--- config.mk ---
export PLATFORM = sky130hd
export DESIGN_NAME = filter_out_downsamp
export DESIGN_NICKNAME = d
export VERILOG_FILES = /design/src/rtl/qam_rx_pkg.sv /design/src/rtl/sym_fifo2.sv /design/src/rtl/filter_out_downsamp.sv
export SDC_FILE = /design/constraint.sdc
export NUM_CORES = 1
export LEC_CHECK = 0
export ABC_AREA = 0
export ABC_CLOCK_PERIOD_IN_PS = 7450
export CAP_MARGIN = 40
export CORE_MARGIN = 2
export CORE_UTILIZATION = 54
export CTS_CLUSTER_SIZE = 24
export DETAILED_ROUTE_END_ITERATION = 16
export PLACE_DENSITY = 0.76
export SETUP_SLACK_MARGIN = 0.15
export SLEW_MARGIN = 20
export SYNTH_ARGS = -nofsm -noshare
export SYNTH_HDL_FRONTEND = slang
export SYNTH_SLANG_ARGS = --single-unit
--- constraint.sdc ---
create_clock -name clk_filter_sample -period 7.45 [get_ports clk_filter_sample]
set_input_delay 1.1175 -clock clk_filter_sample [delete_from_list [all_inputs] [get_ports clk_filter_sample]]
set_output_delay 1.1175 -clock clk_filter_sample [all_outputs]
set_load 0.005 [all_outputs]
--- src/rtl/qam_rx_pkg.sv ---
// Shared receive-path definitions: baud-rate codes, decimation helpers and
// the default sample width.
package qam_rx_pkg;

  localparam int SAMP_W_DEF = 32;

  localparam logic [1:0] BAUD_9600  = 2'b00;
  localparam logic [1:0] BAUD_19200 = 2'b01;
  localparam logic [1:0] BAUD_38400 = 2'b10;
  localparam logic [1:0] BAUD_76800 = 2'b11;

  typedef enum logic {
    MODE_PICK = 1'b0,
    MODE_AVG  = 1'b1
  } samp_mode_e;

  // Filter samples per symbol for a baud-rate code.
  function automatic logic [3:0] decim_factor(input logic [1:0] baud_rate);
    case (baud_rate)
      BAUD_9600:  return 4'd8;
      BAUD_19200: return 4'd4;
      BAUD_38400: return 4'd2;
      default:    return 4'd1;
    endcase
  endfunction

  // log2 of the decimation factor, used as the averaging shift.
  function automatic logic [1:0] decim_log2(input logic [1:0] baud_rate);
    case (baud_rate)
      BAUD_9600:  return 2'd3;
      BAUD_19200: return 2'd2;
      BAUD_38400: return 2'd1;
      default:    return 2'd0;
    endcase
  endfunction

endpackage

--- src/rtl/sym_fifo2.sv ---
// Two-entry synchronous FIFO with the head held in a register, so the output
// never falls through combinationally from the write side.
module sym_fifo2 #(
  parameter int W = 64
) (
  input  logic         clk_filter_sample,
  input  logic         rst,
  input  logic         push,
  input  logic [W-1:0] din,
  input  logic         pop,
  output logic [W-1:0] dout,
  output logic         full,
  output logic         empty
);

  logic [W-1:0] head_q;
  logic [W-1:0] tail_q;
  logic [1:0]   cnt_q;
  logic         pop_ok;
  logic         push_ok;

  assign full    = (cnt_q == 2'd2);
  assign empty   = (cnt_q == 2'd0);
  assign dout    = head_q;
  assign pop_ok  = pop && !empty;
  // A push into a full FIFO only lands when the head leaves the same cycle.
  assign push_ok = push && (!full || pop_ok);

  // Occupancy and storage update; head always holds the oldest entry.
  always_ff @(posedge clk_filter_sample) begin
    if (rst) begin
      head_q <= '0;
      tail_q <= '0;
      cnt_q  <= 2'd0;
    end else begin
      case (cnt_q)
        2'd0: begin
          if (push_ok) begin
            head_q <= din;
            cnt_q  <= 2'd1;
          end
        end
        2'd1: begin
          if (push_ok && pop_ok) begin
            head_q <= din;
          end else if (push_ok) begin
            tail_q <= din;
            cnt_q  <= 2'd2;
          end else if (pop_ok) begin
            cnt_q <= 2'd0;
          end
        end
        default: begin
          if (pop_ok) begin
            head_q <= tail_q;
            if (push_ok) tail_q <= din;
            else         cnt_q  <= 2'd1;
          end
        end
      endcase
    end
  end

endmodule

--- src/rtl/filter_out_downsamp.sv ---
// Decimates the matched-filter I/Q stream to one symbol per baud period,
// either picking one sample at a programmable phase or averaging the period,
// and queues symbols for the demapper in a 2-entry FIFO.
module filter_out_downsamp
  import qam_rx_pkg::*;
#(
  parameter int SAMP_W = SAMP_W_DEF
) (
  input  logic                     clk_filter_sample,
  input  logic                     rst,
  input  logic [1:0]               baud_rate,
  input  logic [2:0]               samp_phase,
  input  logic                     avg_mode,
  input  logic signed [SAMP_W-1:0] samp_i,
  input  logic signed [SAMP_W-1:0] samp_q,
  input  logic                     samp_valid,
  output logic signed [SAMP_W-1:0] symb_i,
  output logic signed [SAMP_W-1:0] symb_q,
  output logic                     symb_valid,
  input  logic                     symb_ready,
  output logic                     overflow,
  input  logic                     ovf_clr
);

  localparam int ACC_W = SAMP_W + 3;

  logic [1:0]              baud_q;
  samp_mode_e              mode_q;
  logic                    reconfig;
  logic [2:0]              cnt;
  logic [2:0]              cnt_last;
  logic [2:0]              phase_sel;
  logic [1:0]              shift;
  logic                    last_samp;

  logic signed [ACC_W-1:0] acc_i, acc_q;
  logic signed [ACC_W-1:0] ext_i, ext_q;
  logic signed [ACC_W-1:0] sum_i, sum_q;
  logic signed [ACC_W-1:0] shr_i, shr_q;

  logic                    push;
  logic [2*SAMP_W-1:0]     push_data;
  logic [2*SAMP_W-1:0]     head_data;
  logic                    pop;
  logic                    fifo_full;
  logic                    fifo_empty;

  assign reconfig  = (baud_rate != baud_q) || (avg_mode != logic'(mode_q));
  assign cnt_last  = 3'(decim_factor(baud_q) - 4'd1);
  assign phase_sel = samp_phase & cnt_last;
  assign shift     = decim_log2(baud_q);
  assign last_samp = (cnt == cnt_last);

  assign ext_i = {{3{samp_i[SAMP_W-1]}}, samp_i};
  assign ext_q = {{3{samp_q[SAMP_W-1]}}, samp_q};
  assign sum_i = ((cnt == 3'd0) ? '0 : acc_i) + ext_i;
  assign sum_q = ((cnt == 3'd0) ? '0 : acc_q) + ext_q;
  assign shr_i = sum_i >>> shift;
  assign shr_q = sum_q >>> shift;

  // A sample arriving alongside a config change belongs to no symbol.
  assign push = samp_valid && !reconfig &&
                ((mode_q == MODE_AVG) ? last_samp : (cnt == phase_sel));
  assign push_data = (mode_q == MODE_AVG) ? {shr_i[SAMP_W-1:0], shr_q[SAMP_W-1:0]}
                                          : {samp_i, samp_q};

  assign pop        = symb_valid && symb_ready;
  assign symb_valid = !fifo_empty;
  assign symb_i     = head_data[2*SAMP_W-1:SAMP_W];
  assign symb_q     = head_data[SAMP_W-1:0];

  // Phase counter, accumulators and config tracking; a config change drops the partial symbol.
  always_ff @(posedge clk_filter_sample) begin
    if (rst) begin
      baud_q <= baud_rate;
      mode_q <= samp_mode_e'(avg_mode);
      cnt    <= 3'd0;
      acc_i  <= '0;
      acc_q  <= '0;
    end else begin
      baud_q <= baud_rate;
      mode_q <= samp_mode_e'(avg_mode);
      if (reconfig) begin
        cnt   <= 3'd0;
        acc_i <= '0;
        acc_q <= '0;
      end else if (samp_valid) begin
        cnt   <= last_samp ? 3'd0 : cnt + 3'd1;
        acc_i <= last_samp ? '0 : sum_i;
        acc_q <= last_samp ? '0 : sum_q;
      end
    end
  end

  // Sticky drop flag; a clear wins over a drop in the same cycle.
  always_ff @(posedge clk_filter_sample) begin
    if (rst)                             overflow <= 1'b0;
    else if (ovf_clr)                    overflow <= 1'b0;
    else if (push && fifo_full && !pop)  overflow <= 1'b1;
  end

  sym_fifo2 #(
    .W(2*SAMP_W)
  ) u_fifo (
    .clk_filter_sample (clk_filter_sample),
    .rst               (rst),
    .push              (push),
    .din               (push_data),
    .pop               (pop),
    .dout              (head_data),
    .full              (fifo_full),
    .empty             (fifo_empty)
  );

endmodule

==> results of run 1 <==
==> critical path: stages, from the launching register on <==
cell      delay, ns
dfxtp_1        0.46
inv_1          0.10
ha_1           0.22
nand2b_2       0.51
buf_4          0.45
and2_1         0.18
ha_1           0.39
and2_1         0.27
a221o_1        0.35
mux2i_1        0.16
o311ai_0       0.15
a211oi_1       0.67
o22ai_1        0.15
or4_1          0.46
and3_1         0.21
o41ai_2        0.29
==> report_power, final <==
part           total (mW)  internal [mW]  switching [mW]  leakage [nW]
clock network        1.15          0.656           0.495         0.357
registers            1.13           1.12          0.0117          1.67
logic               0.457          0.173           0.284          4.44
==> logic make-up (layout without fill, tap and decap cells) <==
kind of cell	Yosys count	after routing	share of synthesized area [%]
fa+ha+maj	72	72	6.165
buf+inv	178	239	4.565
simple gates	737	737	23.08
flops	207	207	27.90
compound gates	595	595	26.80
xor+xnor	67	67	3.950
mux	83	83	7.547
==> registers in the layout (all words and copies together) (netlist names) <==
name / cells
u_fifo.cnt_q: 2
u_fifo.tail_q: 64
mode_q: 1
acc_i: 35
baud_q: 2
overflow: 1
u_fifo.dout: 64
acc_q: 35
cnt: 3
==> metrics by stage <==
step                      setup WS (ns)  utilization, %
after floorplan                   3.224               -
after CTS                         2.440           63.36
after detailed placement          2.361           60.60
after global routing              1.895           63.73
after global placement            2.507           60.45
final                             2.340           63.73
==> metal layers <==
| metal | GRT usage [%] | share of wire (%) | up-vias |
|---|---|---|---|
| met4 | 9.885 | 3.0 | 0 |
| met5 | 0 | 0 | - |
| li1 | - | - | 7161 |
| met3 | 8.326 | 12 | 94 |
| met1 | 47.45 | 43 | 7122 |
| met2 | 48.54 | 42 | 762 |
==> area by class of cell <==
type | count | area, um2 | area share (%)
tap | 341 | 426.7 | 2.484
timing repair buffer | 167 | 1677 | 9.761
inverter | 31 | 116.4 | 0.6774
clock inverter | 9 | 81.33 | 0.4735
sequential | 207 | 4151 | 24.17
multi-input combinational | 1554 | 10060 | 58.58
clock buffer | 32 | 661.9 | 3.853
==> worst min-delay path by stage <==
| stage | startpoint | endpoint | slack, ns | cells past startpoint |
|---|---|---|---|---|
| after floorplan | u_fifo.tail_q[29] | u_fifo.tail_q[29] | 0.42 | 2 |
| after global placement | u_fifo.tail_q[29] | u_fifo.tail_q[29] | 0.43 | 2 |
| after detailed placement | u_fifo.tail_q[29] | u_fifo.tail_q[29] | 0.44 | 2 |
| after CTS | u_fifo.dout[5] | u_fifo.dout[5] | 0.45 | 2 |
| after global routing | u_fifo.dout[5] | u_fifo.dout[5] | 0.46 | 2 |
| final | u_fifo.dout[5] | u_fifo.dout[5] | 0.45 | 2 |
==> cell usage in the layout (no fill, tap or decap), types with 15 or more instances in the layout <==
cell             synthesis  routed
nand2b_1                23      22
a22oi_1                 57      57
a211oi_1                67      67
mux4_2                  22      22
a31oi_1                 19      19
nand3_1                 43      43
nor3_1                  61      61
buf_4                    0      22
mux2i_1                 49      49
a21oi_1                161     161
dfxtp_1                207     203
xnor2_1                 37      37
inv_1                   28      28
a21o_1                  28      28
nand2_1                212     211
nand4_1                 15      15
clkbuf_16                0      25
o21ai_0                 86      86
and2_1                  79      78
xor2_1                  30      30
o211ai_1                28      28
nor2_1                 224     223
o21ai_1                 18      18
ha_1                    70      70
nor2b_1                 22      22
clkdlybuf4s50_1          0     139
or3_1                   21      21
==> results.sh, run 1 <==
export IMPL_r2r_slack_ns=2.34
export IMPL_crit_type="flip-flop to flip-flop"
export IMPL_place_congestion=0.9574
export IMPL_fillers=2389
export IMPL_tritoncts="built"
export IMPL_power_density_nw_per_um2=159.4
export IMPL_fp_dieArea_um2=28850
export IMPL_yosysMostFrequentCell="nor2_1"
export IMPL_synth_flop_cell="dfxtp_1"
export IMPL_min_path_type="flip-flop to flip-flop"
export IMPL_crit_start="cnt[0]"
export IMPL_clock_latency_ns=0.55
export IMPL_worst_r2r_cell_count=15
export IMPL_cp_max_fo=38
export IMPL_vias_per_cell=6.467
export IMPL_cts_clk_slew_worst_paths_ns=0.06
export IMPL_antenna_found_initial=0
export IMPL_dp_hpwl_um=35430
export IMPL_chipWidth_um=169.9
export IMPL_fin_area_um2=17180
export IMPL_die_h_um=169.9
export IMPL_yosys_area_top_type="dfxtp_1"
export IMPL_totalWireLength_um=48960
export IMPL_syn_avg_cell_area_um2=7.661
export IMPL_final_hold_violation_count=0
export IMPL_clockBufferDepth=3
export IMPL_reg2reg_to="u_fifo.dout[50]"
export IMPL_fin_crit_ns=5.110
export IMPL_cts_buffers=24
export IMPL_cp_end_kind="flip-flop"
export IMPL_grt_pass1_vias=13507
export IMPL_dp_cells=2294
export IMPL_fin_nets=2132
export IMPL_async_flop_share_pct=0
export IMPL_max_cap_viol_count=0
export IMPL_first_iter_violations=1585
export IMPL_ys_seq_area_share_pct=27.90
export IMPL_fin_skew_ns=0.03457
export IMPL_synthesis_instances=1939
export IMPL_rsz0062_at_grt="false"
export IMPL_root_buffer="clkbuf_16"
export IMPL_p_leak_nw=6.471
export IMPL_status="completed"
export IMPL_finalPower_mw=2.739
export IMPL_synth_area_um2=14860
export IMPL_synth_seq_cells=207
export IMPL_synthesis_nets=2086
export IMPL_instances_no_fill=2341
export IMPL_wire_per_inst_um=20.91
export IMPL_drv_slew=0
export IMPL_synth_area_leaders="dfxtp_1 (28%), ha_1 (5.9%), nor2_1 (5.7%)"
export IMPL_synth_top_area_share_pct=27.90
export IMPL_track_usage_pct=32.97
export IMPL_worstSetupEndpoint="u_fifo.dout[50]"
export IMPL_timing_slew_headroom_pct=42.57
export IMPL_grt_pass1_wl_um=75700
export IMPL_max_clock_freq_mhz=195.7
export IMPL_first_pass_iters=5
export IMPL_worstPathArrival_ns=5.55
export IMPL_tightest_slew_ns=0.8614
export IMPL_grt_max_degree=89
export IMPL_cts_hold_buf=0
export IMPL_cp_start_kind="flip-flop"
export IMPL_crit_required_ns=7.89
export IMPL_core_um2=26950
export IMPL_finalSetupTns_ns=0
export IMPL_via_count=15139
export IMPL_num_rows=60
export IMPL_num_io_pins=141
export IMPL_post_cts_setup_buffers=0
export IMPL_cts_sinks=207
export IMPL_synth_warnings=0
export IMPL_setup_viol_count_final=0
export IMPL_start_util_pct=55.12
export IMPL_overflow=0
export IMPL_drtAntennaViolNets=0
export IMPL_period_share_pct=68.59
export IMPL_ys_top_cells_by_count="nor2_1 (224), nand2_1 (212), dfxtp_1 (207)"
export IMPL_synth_cell_type_count=79
export IMPL_irDropWorstVdd_mv=0.1630
export IMPL_dpl_cell_area_um2=16330
export IMPL_h_tree_depth=1
export IMPL_reg2reg_from="cnt[0]"
export IMPL_syn2layout_area_growth_pct=15.62
export IMPL_n_antenna_cell=0
export IMPL_drive_above_1_share_pct=6.150
export IMPL_post_cts_resize_count=0
export IMPL_portBuffers=140
export IMPL_hold_slack_ns=0.4471
export IMPL_drcViolationCount=0
export IMPL_synth_edf_count=0
Power figures use the tool's default switching activity.
==> run 2, diff against run 1 <==
- ABC_CLOCK_PERIOD_IN_PS: 7450 -> 4100
- CORE_UTILIZATION: 54 -> 53
- PLACE_DENSITY: 0.76 -> 0.78
- clock period: 7.45 -> 4.1 ns (I/O delays scaled with it)
==> run 2 against run 1 <==
Effect of this change: clock skew fell by 0.026 ns; utilization increased by 4.5 points; highest routed layer unchanged; via count is 5.6% higher; die area is 1.8% higher; count of clock-buffer cells in the layout unchanged; hold slack worse by 0.0063 ns; maximum frequency up 31%; critical path depth increased by 3.
==> results.sh, run 2 (synthesis gave the netlist of run 1 again) <==
export IMPL_grt_pass1_wl_um=81150
export IMPL_rsz0062_at_grt="true"
export IMPL_drv_slew=0
export IMPL_grt_max_degree=88
export IMPL_tightest_slew_ns=0.7320
export IMPL_fin_skew_ns=0.008580
export IMPL_cts_buffers=23
export IMPL_dp_hpwl_um=37940
export IMPL_timing_slew_headroom_pct=51.20
export IMPL_portBuffers=140
export IMPL_power_density_nw_per_um2=274.3
export IMPL_grt_pass1_vias=14450
export IMPL_fin_nets=2271
export IMPL_fin_crit_ns=3.888
export IMPL_status="completed"
export IMPL_p_leak_nw=7.281
export IMPL_start_util_pct=53.62
export IMPL_syn2layout_area_growth_pct=27.31
export IMPL_fp_dieArea_um2=29380
export IMPL_final_hold_violation_count=0
export IMPL_instances_no_fill=2517
export IMPL_cts_clk_slew_worst_paths_ns=0.06
export IMPL_tritoncts="built"
export IMPL_drcViolationCount=0
export IMPL_root_buffer="clkbuf_16"
export IMPL_crit_required_ns=4.55
export IMPL_worstPathArrival_ns=4.34
export IMPL_finalPower_mw=5.188
export IMPL_clock_latency_ns=0.53
export IMPL_totalWireLength_um=52940
export IMPL_drtAntennaViolNets=0
export IMPL_cp_end_kind="flip-flop"
export IMPL_first_iter_violations=1752
export IMPL_drive_above_1_share_pct=16.64
export IMPL_setup_viol_count_final=0
export IMPL_num_rows=61
export IMPL_n_antenna_cell=0
export IMPL_chipWidth_um=171.4
export IMPL_clockBufferDepth=3
export IMPL_post_route_worst_setup_slack_ns=0.2119
export IMPL_track_usage_pct=34.71
export IMPL_overflow=0
export IMPL_final_common_cell="nor2_1"
export IMPL_cts_sinks=207
export IMPL_min_path_type="flip-flop to flip-flop"
export IMPL_h_tree_depth=1
export IMPL_final_cell_mix="nor2_1 (221), nand2_1 (209), dfxtp_1 (202), buf_4 (153), a21oi_1 (145)"
export IMPL_wire_per_inst_um=21.03
export IMPL_num_io_pins=141
export IMPL_max_clock_freq_mhz=257.2
export IMPL_irDropWorstVdd_mv=0.2965
export IMPL_max_cap_viol_count=0
export IMPL_first_pass_iters=5
export IMPL_via_count=15982
export IMPL_crit_type="flip-flop to flip-flop"
export IMPL_dp_cells=2449
export IMPL_fin_util_pct=68.26
export IMPL_core_um2=27710
export IMPL_place_ws_ns=-0.2312
export IMPL_antenna_found_initial=1
export IMPL_cp_max_fo=5
export IMPL_place_congestion=0.9931
export IMPL_cp_start_kind="flip-flop"
export IMPL_die_h_um=171.4
export IMPL_period_share_pct=94.83
export IMPL_vias_per_cell=6.350
[run 2: final cells by class]
type	count	area [um2]
Clock buffer	32	669.4
Timing Repair Buffer	306	2780
Fill cell	2316	8793
Multi-Input combinational cell	1555	10610
Clock inverter	8	107.6
Tap cell	378	473.0
Sequential cell	207	4153
Inverter	31	116.4
[run 2: stage by stage]
stage,area [um2],setup TNS (ns),hold slack [ns]
3_3_place_gp,17290,-0.3204,0.4291
5_1_grt,18910,0,0.4648
6_report,18910,0,0.4408
4_1_cts,18170,0,0.4394
3_5_place_dp,17320,-1.808,0.4315
2_1_floorplan,14870,0,0.4159
[run 2: metal layers]
| metal | part of all wire, % | track usage [%] |
|---|---|---|
| met5 | 0 | 0 |
| met4 | 2.1 | 6.964 |
| met3 | 11 | 6.903 |
| met2 | 43 | 51.88 |
| met1 | 44 | 51.62 |
[run 2: power breakdown]
part / internal [mW] / switching [mW]
Clock: 1.27 / 0.900
Combinational: 0.397 / 0.574
Sequential: 2.03 / 0.0142
[run 2: repair_timing]
item                       4_1_cts  5_1_grt
setup buffers                    6       17
pin swaps                        8       39
gates resized for setup         12      111
cloned                           0        2
hold buffers                     0        0
setup endpoints to repair       44       79
[run 2: worst paths after layout]
kind / cells past startpoint / end / start / slack [ns]
max: 18 / u_fifo.tail_q[61] / cnt[0] / 0.21
min: 2 / u_fifo.tail_q[29] / u_fifo.tail_q[29] / 0.44
max reg2reg: 18 / u_fifo.tail_q[61] / cnt[0] / 0.21
min reg2reg: 2 / u_fifo.tail_q[29] / u_fifo.tail_q[29] / 0.44
[run 2: worst max-delay path, stage by stage, from the launching register on]
cell and delay (ns):
dfxtp_2 0.32, inv_2 0.07, ha_4 0.16, nand2b_4 0.13, buf_6 0.15, and2_4 0.16, ha_4 0.27, a21o_1 0.16
a31o_2 0.18, o41ai_4 0.10, buf_4 0.15, o211ai_1 0.41, nand2_2 0.16, o41ai_2 0.36, buf_4 0.19, mux2_2 0.32
o211a_1 0.15, a21o_1 0.20, a211oi_2 0.16
